$ cat src/rtl/fetch_ctrl.sv
// Instruction-fetch sequencer: reset vector, run, interrupt entry and halt.
// Drives the PC mux/load/enable, the memory address source and the IR flush,
// and tracks a single pending interrupt plus the global interrupt enable.
module fetch_ctrl #(
  parameter logic [1:0] RST_VEC_SEL = 2'b01,
  parameter logic [1:0] INT_VEC_SEL = 2'b10
) (
  input  logic       clk,
  input  logic       rst,
  input  logic       int_req,
  input  logic       stall,
  input  logic       redirect,
  input  logic [1:0] redirect_src,
  input  logic       hlt_dec,
  input  logic       rti,
  output logic [1:0] pc_src,
  output logic       pc_load,
  output logic       pc_en,
  output logic [1:0] addr_src,
  output logic       sf1,
  output logic       flush_IR,
  output logic       HLT,
  output logic       int_ack
);

  // state    | meaning
  // RST_VEC  | load PC from memory word at the reset vector, flush IR
  // RUN      | sequential fetch; redirects, halt and interrupt entry decided here
  // INT_PUSH | IR captures current PC as return address, interrupt acknowledged
  // INT_VEC  | load PC from memory word at the interrupt vector, flush IR
  // HALT     | PC frozen, IR flushed; leaves only for an enabled pending interrupt
  typedef enum logic [2:0] {
    RST_VEC  = 3'd0,
    RUN      = 3'd1,
    INT_PUSH = 3'd2,
    INT_VEC  = 3'd3,
    HALT     = 3'd4
  } state_t;

  localparam logic [1:0] PC_SRC_SEQ = 2'b00;
  localparam logic [1:0] PC_SRC_MEM = 2'b10;

  state_t state;
  state_t next_state;
  logic   int_q;
  logic   int_pending;
  logic   int_en;
  logic   int_edge;
  logic   enter_push;

  assign int_edge   = int_req & ~int_q;
  assign enter_push = (next_state == INT_PUSH) && (state != INT_PUSH);

  // State register; reset always restarts from the reset vector.
  always_ff @(posedge clk or negedge rst) begin
    if (!rst) state <= RST_VEC;
    else      state <= next_state;
  end

  // Interrupt edge capture, pending flag and global enable.
  // Entering INT_PUSH wins over a coincident edge or rti, so that edge is absorbed.
  always_ff @(posedge clk or negedge rst) begin
    if (!rst) begin
      int_q       <= 1'b0;
      int_pending <= 1'b0;
      int_en      <= 1'b1;
    end else begin
      int_q <= int_req;
      if (enter_push) begin
        int_pending <= 1'b0;
        int_en      <= 1'b0;
      end else begin
        if (int_edge)                 int_pending <= 1'b1;
        if ((state == RUN) && rti)    int_en      <= 1'b1;
      end
    end
  end

  // Next-state and output decode; reset overrides outputs without a clock edge.
  always_comb begin
    next_state = state;
    pc_src     = 2'b00;
    pc_load    = 1'b0;
    pc_en      = 1'b0;
    addr_src   = 2'b00;
    sf1        = 1'b0;
    flush_IR   = 1'b0;
    HLT        = 1'b0;
    int_ack    = 1'b0;
    case (state)
      RST_VEC: begin
        addr_src   = RST_VEC_SEL;
        pc_src     = PC_SRC_MEM;
        pc_load    = 1'b1;
        flush_IR   = 1'b1;
        next_state = RUN;
      end
      RUN: begin
        pc_load  = redirect;
        pc_src   = redirect ? redirect_src : PC_SRC_SEQ;
        flush_IR = redirect;
        pc_en    = ~stall & ~redirect;
        if (redirect)                               next_state = RUN;
        else if (hlt_dec && !stall)                 next_state = HALT;
        else if (int_pending && int_en && !stall)   next_state = INT_PUSH;
        else                                        next_state = RUN;
      end
      INT_PUSH: begin
        sf1        = 1'b1;
        int_ack    = 1'b1;
        next_state = INT_VEC;
      end
      INT_VEC: begin
        addr_src   = INT_VEC_SEL;
        pc_src     = PC_SRC_MEM;
        pc_load    = 1'b1;
        flush_IR   = 1'b1;
        next_state = RUN;
      end
      HALT: begin
        HLT      = 1'b1;
        flush_IR = 1'b1;
        if (int_pending && int_en) next_state = INT_PUSH;
      end
      default: next_state = RST_VEC;
    endcase
    if (!rst) begin
      pc_src   = PC_SRC_MEM;
      pc_load  = 1'b0;
      pc_en    = 1'b0;
      addr_src = RST_VEC_SEL;
      sf1      = 1'b0;
      flush_IR = 1'b1;
      HLT      = 1'b0;
      int_ack  = 1'b0;
    end
  end

endmodule

$ cat config.mk
export PLATFORM = sky130hd
export DESIGN_NAME = fetch_ctrl
export DESIGN_NICKNAME = d
export VERILOG_FILES = /design/src/rtl/fetch_ctrl.sv
export SDC_FILE = /design/constraint.sdc
export NUM_CORES = 1
export LEC_CHECK = 0
export BUFFER_PORTS_ARGS = -buffer_cell sky130_fd_sc_hd__buf_2
export CAP_MARGIN = 10
export CORE_AREA = 2 2 39 41
export CTS_CLUSTER_SIZE = 14
export DETAILED_ROUTE_END_ITERATION = 10
export DIE_AREA = 0 0 41 43
export GPL_ROUTABILITY_DRIVEN = 0
export PLACE_DENSITY_LB_ADDON = 0.3
export SLEW_MARGIN = 20
export SYNTH_ARGS = -nofsm -noshare
export SYNTH_HDL_FRONTEND = slang
export SYNTH_SLANG_ARGS = --single-unit
$ cat constraint.sdc
create_clock -name clk -period 1.7 [get_ports clk]
set_clock_uncertainty 0.15 [all_clocks]
set_input_delay 0.34 -clock clk [delete_from_list [all_inputs] [get_ports clk]]
set_output_delay 0.34 -clock clk [all_outputs]
set_load 0.02 [all_outputs]
# Yosys cells after proc, flatten, opt, wreduce, memory -nomap -nowiden
# Cells that the tools add are included.
[word_totals] ff_bits=6 elab_cells=50
[op_classes] n_eq_ne=6 muxes=24 bitwise_logic=5 reduce_logical=11
[op_table] operator="1-bit 2-to-1 mux" n=12
[op_table] operator="3-bit case mux with 4 select lines" n=1
[op_table] operator="3-bit by 2-bit == test with 1-bit output, second input constant" n=3
[op_table] operator="3-bit 2-to-1 mux" n=3
[op_table] operator="2-bit 2-to-1 mux" n=4
[op_table] operator="2-bit case mux with 2 select lines" n=2
[op_table] operator="1-bit logical AND" n=5
[op_table] operator="1-bit case mux with 2 select lines" n=2
[op_table] operator="2-bit nonzero test" n=2
[op_table] operator="3-bit by 1-bit == test with 1-bit output, second input constant" n=1
[op_table] operator="3-bit == test, second input constant" n=1
[op_table] operator="3-bit logical NOT" n=1
[op_table] operator="3-bit by 2-bit inequality test with 1-bit output, second input constant" n=1
[op_table] operator="1-bit NOT" n=3
[op_table] operator="3-bit OR reduction" n=1
[op_table] operator="1-bit AND" n=2
[op_table] operator="2-bit OR reduction" n=1
[op_table] operator="1-bit logical NOT" n=1

# Depth between registers and ports, before layout
# Gate-level depths: netlist (run 1).
[depth] depth_word=9 ltp_mapped=5 mapped_depth_nobuf=3

# Worst setup path after synthesis (run 1)
# Ideal clock, no wire load.
[synth_timing] kind="flip-flop to output port" from="reg state[0]" to="out sf1" arrival_time_ns=1.497 required_time_ns=1.210 setup_slack_ns=-0.287 stages_incl_launch_ff=6 path_buffers=2 path_cell_list="dfrtp_1 > buf_6 > inv_1 > nand2_1 > nor3b_1 > buf_4"
[synth_via] elab_chain_cells=3
[synth_rtl] element="start: declaration" line="43" rtl="state_t state;"
[synth_rtl] element="start signal: assignment" line="57" rtl="else state <= next_state;"
[synth_rtl] element="3-bit by 2-bit == test with 1-bit output"
[synth_rtl] element="1-bit 2-to-1 mux (2 in series)"
[synth_rtl] element="end: declaration" line="20" rtl="output logic sf1,"
# Every way passes these cells.

# Final worst setup path (run 1)
[layout_timing] from="reg state[0]" to="out pc_en"
[layout_via] elab_chain_cells=3
[layout_rtl] element="3-bit by 1-bit == test with 1-bit output" line="90" rtl="case (state)"
[layout_rtl] element="1-bit 2-to-1 mux" line="90"
[layout_rtl] element="1-bit 2-to-1 mux" line="127" rtl="if (!rst) begin"
[layout_rtl] element="end: declaration" line="18" rtl="output logic pc_en,"
# Every way passes these cells.

==> flow_summary.toml, run 1 <==
[global_routing]
grt_max_degree = 17
grt_pass1_wl_um = 1550
grt_antenna_before_repair = 0
grt_pass1_vias = 387
grt_overflow = 0
grt_usage = 0.129

[clocking]
cts_buffer_depth = 2
clockRootBuffer = "clkbuf_4"
numCtsBuffers = 3
clk_pin_slew_ns = 0.05
clkLatencyLatePin_ns = 0.24
cts_sinks = 6
htreeDepth = 1
cts_tree = "done"

[critical_path]
cp-startpoint = "state[0]"
max_stage_delay_ns = 0.48
rrSetupSlack_ns = 0.27
r2r-start = "state[0]"
endpoint_kind = "primary output"
crit_type = "reg -> out"
cp_max_fo = 8
crit_slowest_cell = "dfrtp_2"
critPathRequiredTime_ns = 1.21
arrival_ns = 1.31
crit_chain = "nand2_2 > nor4b_2 > buf_4"
start_kind = "flip-flop"

[timing]
relSlewSlack = 0.830
layout_min_cycle_time_ns = 1.80
timing.final.crit_share = 1.06
rsz0062_at_grt = "true"
setup_viol = 9
fin_setup_tns_ns = -0.653
setup_ws_ns = -0.0972
drv_slew = 0
finalHoldViolations = 0
fmax_mhz = 556
worst_pin_slew_ns = 0.251

[routing]
drt_pass1_iterations = 4
drc = 0
routedWlPerCell_um = 11.9
ant_nets = 0
drtIter0Drc = 15
drt_wl_total_um = 1080
vias_per_cell = 5.15
vias = 469

[layout]
drive_gt1_frac = 0.560
final_core_util = 0.507
syn_to_final_growth_pct = 59.8
num-fill-cells = 133
regArea_um2 = 154
antenna_cells = 0
final_nets = 85
multi_input_area_um2 = 310
final_common_cell = "buf_4"
most-common-layout-cells = "buf_4, buf_2, a21oi_1, nor2_1"

[power_and_ir_drop]
p_leak_nw = 0.303
vdd_drop_max_v = 0.000444
p_per_area_nw_per_um2 = 961

[die]
die_area_um2 = 1760
core_area_um2 = 1380
die_w_um = 41
die_h_um = 43
start_util = 0.317
ioPinCount = 19
num_rows = 14

[synthesis]
yosysWarnings = 0
synthesis.instances = 49
syn_nets = 58
avgSynthCellArea_um2 = 8.96
yosysSeqAreaShare = 0.345
ys_ff_latch = 6
synth_cell_types = 25
syn_area_um2 = 439

[job]
drv_cap = 0

[status]
outcome = "complete, but fails checks"
violations = "setup timing"

[min_path]
min_path_type = "in -> async"

[placement]
io_buffers = 18
dp_hpwl_um = 764
## per-stage QoR
stage | setup slack (ns) | total power, mW | instance area [um2] | hold WS (ns) | std cells
4_1_cts | -0.103 | 0.657 | 666 | 0.0382 | 91
3_5_place_dp | 0.0313 | 0.471 | 571 | 0.135 | 83
6_report | -0.0972 | 0.675 | 702 | 0.0554 | 91
2_1_floorplan | -0.227 | 0.394 | 444 | -0.106 | 49
3_3_place_gp | 0.0680 | 0.468 | 571 | 0.146 | 83
5_1_grt | -0.165 | 0.717 | 702 | 0.0560 | 91
## critical path: cells and delay by family, from the launching register on
family,cells,cell delay [ns]
simple gates,2,0.40
flops,1,0.48
buf+inv,1,0.18
## flip-flops by register name (all words and copies together) (netlist names)
register	flops
int_en	1
int_pending	1
int_q	1
state	3
## report_power, final
| group | switching (mW) | internal (mW) | leakage, nW |
|---|---|---|---|
| registers | 0.0520 | 0.186 | 0.0673 |
| clock network | 0.0540 | 0.0891 | 0.0150 |
| logic | 0.144 | 0.150 | 0.220 |
## routing by layer
| layer | GRT usage | vias to the layer above | share of wire |
|---|---|---|---|
| met5 | 0 | - | 0 |
| met4 | 0.0600 | 0 | 0 |
| met3 | 0.0314 | 0 | 0.046 |
| met2 | 0.203 | 12 | 0.50 |
| met1 | 0.158 | 227 | 0.45 |
| li1 | - | 230 | - |
## cell usage after synthesis (all sizes together)
| cell | n | share of area |
|---|---|---|
| buf | 5 | 0.077 |
| dfrtp | 5 | 0.28 |
| a21oi | 4 | 0.046 |
| nand2 | 4 | 0.034 |
| nor2 | 4 | 0.034 |
| nor4b | 4 | 0.11 |
| nor2b | 3 | 0.043 |
| nor3b | 3 | 0.051 |
| nor4 | 2 | 0.028 |
| o21ai | 2 | 0.023 |
| o31ai | 2 | 0.034 |
| and2 | 1 | 0.014 |
| dfstp | 1 | 0.060 |
| inv | 1 | 0.0085 |
| mux2i | 1 | 0.023 |
| nand2b | 1 | 0.014 |
| nand3 | 1 | 0.011 |
| nand4b | 1 | 0.020 |
| o21a | 1 | 0.017 |
| o2bb2ai | 1 | 0.020 |
| o32a | 1 | 0.023 |
| o32ai | 1 | 0.020 |
## what timing repair did
action | in CTS | in global routing
buffers inserted | 3 | 0
resized for setup | 10 | 8
hold endpoints to repair | 5 | 0
endpoints found under the setup margin | 10 | 10
hold buffers | 1 | 0
pin swaps | 2 | 1
## cell type report
class	instances	share of cell area
clock buffer	4	0.0374
inverter	1	0.00535
multi-input combinational	37	0.442
sequential	6	0.219
tap	16	0.0285
timing repair buffer	27	0.267
## logic make-up after synthesis
kind of cell | count (synthesis) | synth area share
and+or+nand+nor | 24 | 0.365
buffers and inverters | 6 | 0.0855
DFF | 6 | 0.345
AOI/OAI and AO/OA | 12 | 0.182
muxes | 1 | 0.0228
## worst paths after layout
kind,depth (start not counted),end
worst max-delay path,3,pc_en
worst min-delay path,2,int_en
worst max register to register,3,int_pending
worst min register to register,1,int_en
max in group asynchronous,3,state[0]
min in group clk,1,int_q
No activity file was read; power rests on OpenSTA's default activity.
==> run 2, diff against run 1 <==
--- a/config.mk
+++ b/config.mk
@@ -12,7 +12,7 @@
 export DETAILED_ROUTE_END_ITERATION = 10
 export DIE_AREA = 0 0 41 43
 export GPL_ROUTABILITY_DRIVEN = 0
-export PLACE_DENSITY_LB_ADDON = 0.3
+export PLACE_DENSITY = 0.67
 export SLEW_MARGIN = 20
 export SYNTH_ARGS = -nofsm -noshare
 export SYNTH_HDL_FRONTEND = slang
==> run 2 against run 1 <==
The flow still finishes with violations (setup timing); critical endpoint is now addr_src[0]; die area unchanged; first-iteration DRC count decreased by 53%; flip-flop and latch count unchanged; combinational power increased by 10%; power increased by 5.9%; clock power increased by 6%; final area increased by 0.36%; sequential power about the same; hold slack got worse by 0.0060 ns; critical path depth unchanged.
==> flow_summary.toml, run 2 (synthesis gave the netlist of run 1 again) <==
[layout]
fin_area_um2 = 704
syn_to_final_growth_pct = 60.4
final_cell_count_no_fill = 92
drive_gt1_frac = 0.632
largest_reg_flops = 3
most-common-layout-cells = "buf_4, buf_2"
antenna_cells = 0
regMostFlops = "state"
final_common_cell = "buf_4"
final_nets = 86

[timing]
finalHoldViolations = 0
relSlewSlack = 0.804
timing.final.crit_share = 1.07
layout_min_cycle_time_ns = 1.81
setup_viol = 10
drv_slew = 0
setup_ws_ns = -0.111
worst_pin_slew_ns = 0.293
rsz0062_at_grt = "true"
fmax_mhz = 552

[die]
num_rows = 14
die_h_um = 43
start_util = 0.317
die_area_um2 = 1760
ioPinCount = 19
die_w_um = 41
core_area_um2 = 1380

[critical_path]
r2r_cells = 3
endpoint_kind = "primary output"
r2r-start = "state[0]"
reg2reg_to = "int_pending"
crit_slowest_cell = "dfrtp_2"
cp_max_fo = 8
start_kind = "flip-flop"
critPathRequiredTime_ns = 1.21
path_delay_family = "flip-flops"
crit_type = "reg -> out"
max_stage_delay_ns = 0.48
crit_chain = "buf_4 > o31ai_2 > buf_4"
path_buf_inv = 2
path_depth = 3
rrSetupSlack_ns = 0.24
crit_path_frequent_cell = "buf_4"
arrival_ns = 1.32

[clocking]
htreeDepth = 1
cts_sinks = 6
clk_pin_slew_ns = 0.06
ctsHoldBuffers = 0
clkLatencyLatePin_ns = 0.26
cts_buffer_depth = 2
cts_tree = "done"
clockRootBuffer = "clkbuf_4"
numCtsBuffers = 3

[routing]
drt_wl_total_um = 1380
drtIter0Drc = 7
vias_per_cell = 5.46
drc = 0
drt_pass1_iterations = 4
vias = 502
ant_nets = 0
routedWlPerCell_um = 15.0

[power_and_ir_drop]
power.share.clock = 0.211
p_sw_mw = 0.277
p_seq_frac = 0.336
comb_power_share = 0.454
p_leak_nw = 0.305
p_int_mw = 0.438
vdd_drop_max_v = 0.000451
p_per_area_nw_per_um2 = 1010
power_mw = 0.714
switching_share = 0.387

[status]
violations = "setup timing"
outcome = "complete, but fails checks"

[global_routing]
grt_antenna_before_repair = 0
grt_pass1_wl_um = 2070
grt_overflow = 0
grt_usage = 0.185
grt_max_degree = 9
grt_pass1_vias = 484

[placement]
dp_slack_ns = 0.0978
placed_cells = 84
placed_area_um2 = 566
dp_hpwl_um = 877
io_buffers = 18

[min_path]
min_path_type = "in -> async"

[job]
drv_cap = 0
-- run 2: per-stage QoR --
step / hold slack [ns] / TNS, ns / util
final: 0.0494 / -0.801 / 0.509
after detailed placement: 0.291 / 0 / 0.409
after floorplan: -0.106 / -0.723 / -
after CTS: 0.0216 / -0.790 / 0.479
after global routing: 0.0327 / -1.58 / 0.509
after global placement: 0.283 / 0 / 0.409
-- run 2: layout make-up --
| class | instances | area, um2 |
|---|---|---|
| inverters | 1 | 3.75 |
| clock buffers | 4 | 26.3 |
| flip-flops and latches | 6 | 155 |
| well taps | 16 | 20.0 |
| multi-input cells | 37 | 313 |
| fillers | 135 | 679 |
| repair buffers | 28 | 186 |
-- run 2: worst max-delay path by stage --
stage,endpoint,from,slack (ns)
final,addr_src[0],state[0],-0.11
after global routing,pc_src[1],state[1],-0.19
after CTS,pc_load,state[1],-0.14
after detailed placement,pc_en,state[0],0.1
after global placement,pc_load,state[1],0.12
after floorplan,pc_en,state[2],-0.23
-- run 2: power by group through the flow --
stage / clock (mW) / sequential (mW) / combinational [mW]
detailed placement: 0 / 0.235 / 0.238
CTS: 0.154 / 0.236 / 0.289
finish: 0.151 / 0.240 / 0.324
global placement: 0 / 0.233 / 0.234
global route: 0.172 / 0.243 / 0.353
floorplan: 0 / 0.208 / 0.186
-- run 2: per-layer routing --
metal,global-route usage,vias up,share of wire
li1,-,234,-
met1,0.195,242,0.40
met2,0.284,20,0.53
met3,0.0628,6,0.046
met4,0.140,0,0.026
met5,0,-,0
-- run 2: timing repair --
item / 4_1_cts / 5_1_grt
setup buffers: 4 / 0
endpoints found under the setup margin: 10 / 10
pin swaps: 4 / 2
resized for setup: 14 / 11
-- run 2: tightest hold or removal path, stage by stage --
cell and delay (ns):
buf_2 0.13, buf_4 0.16, buf_4 0.16
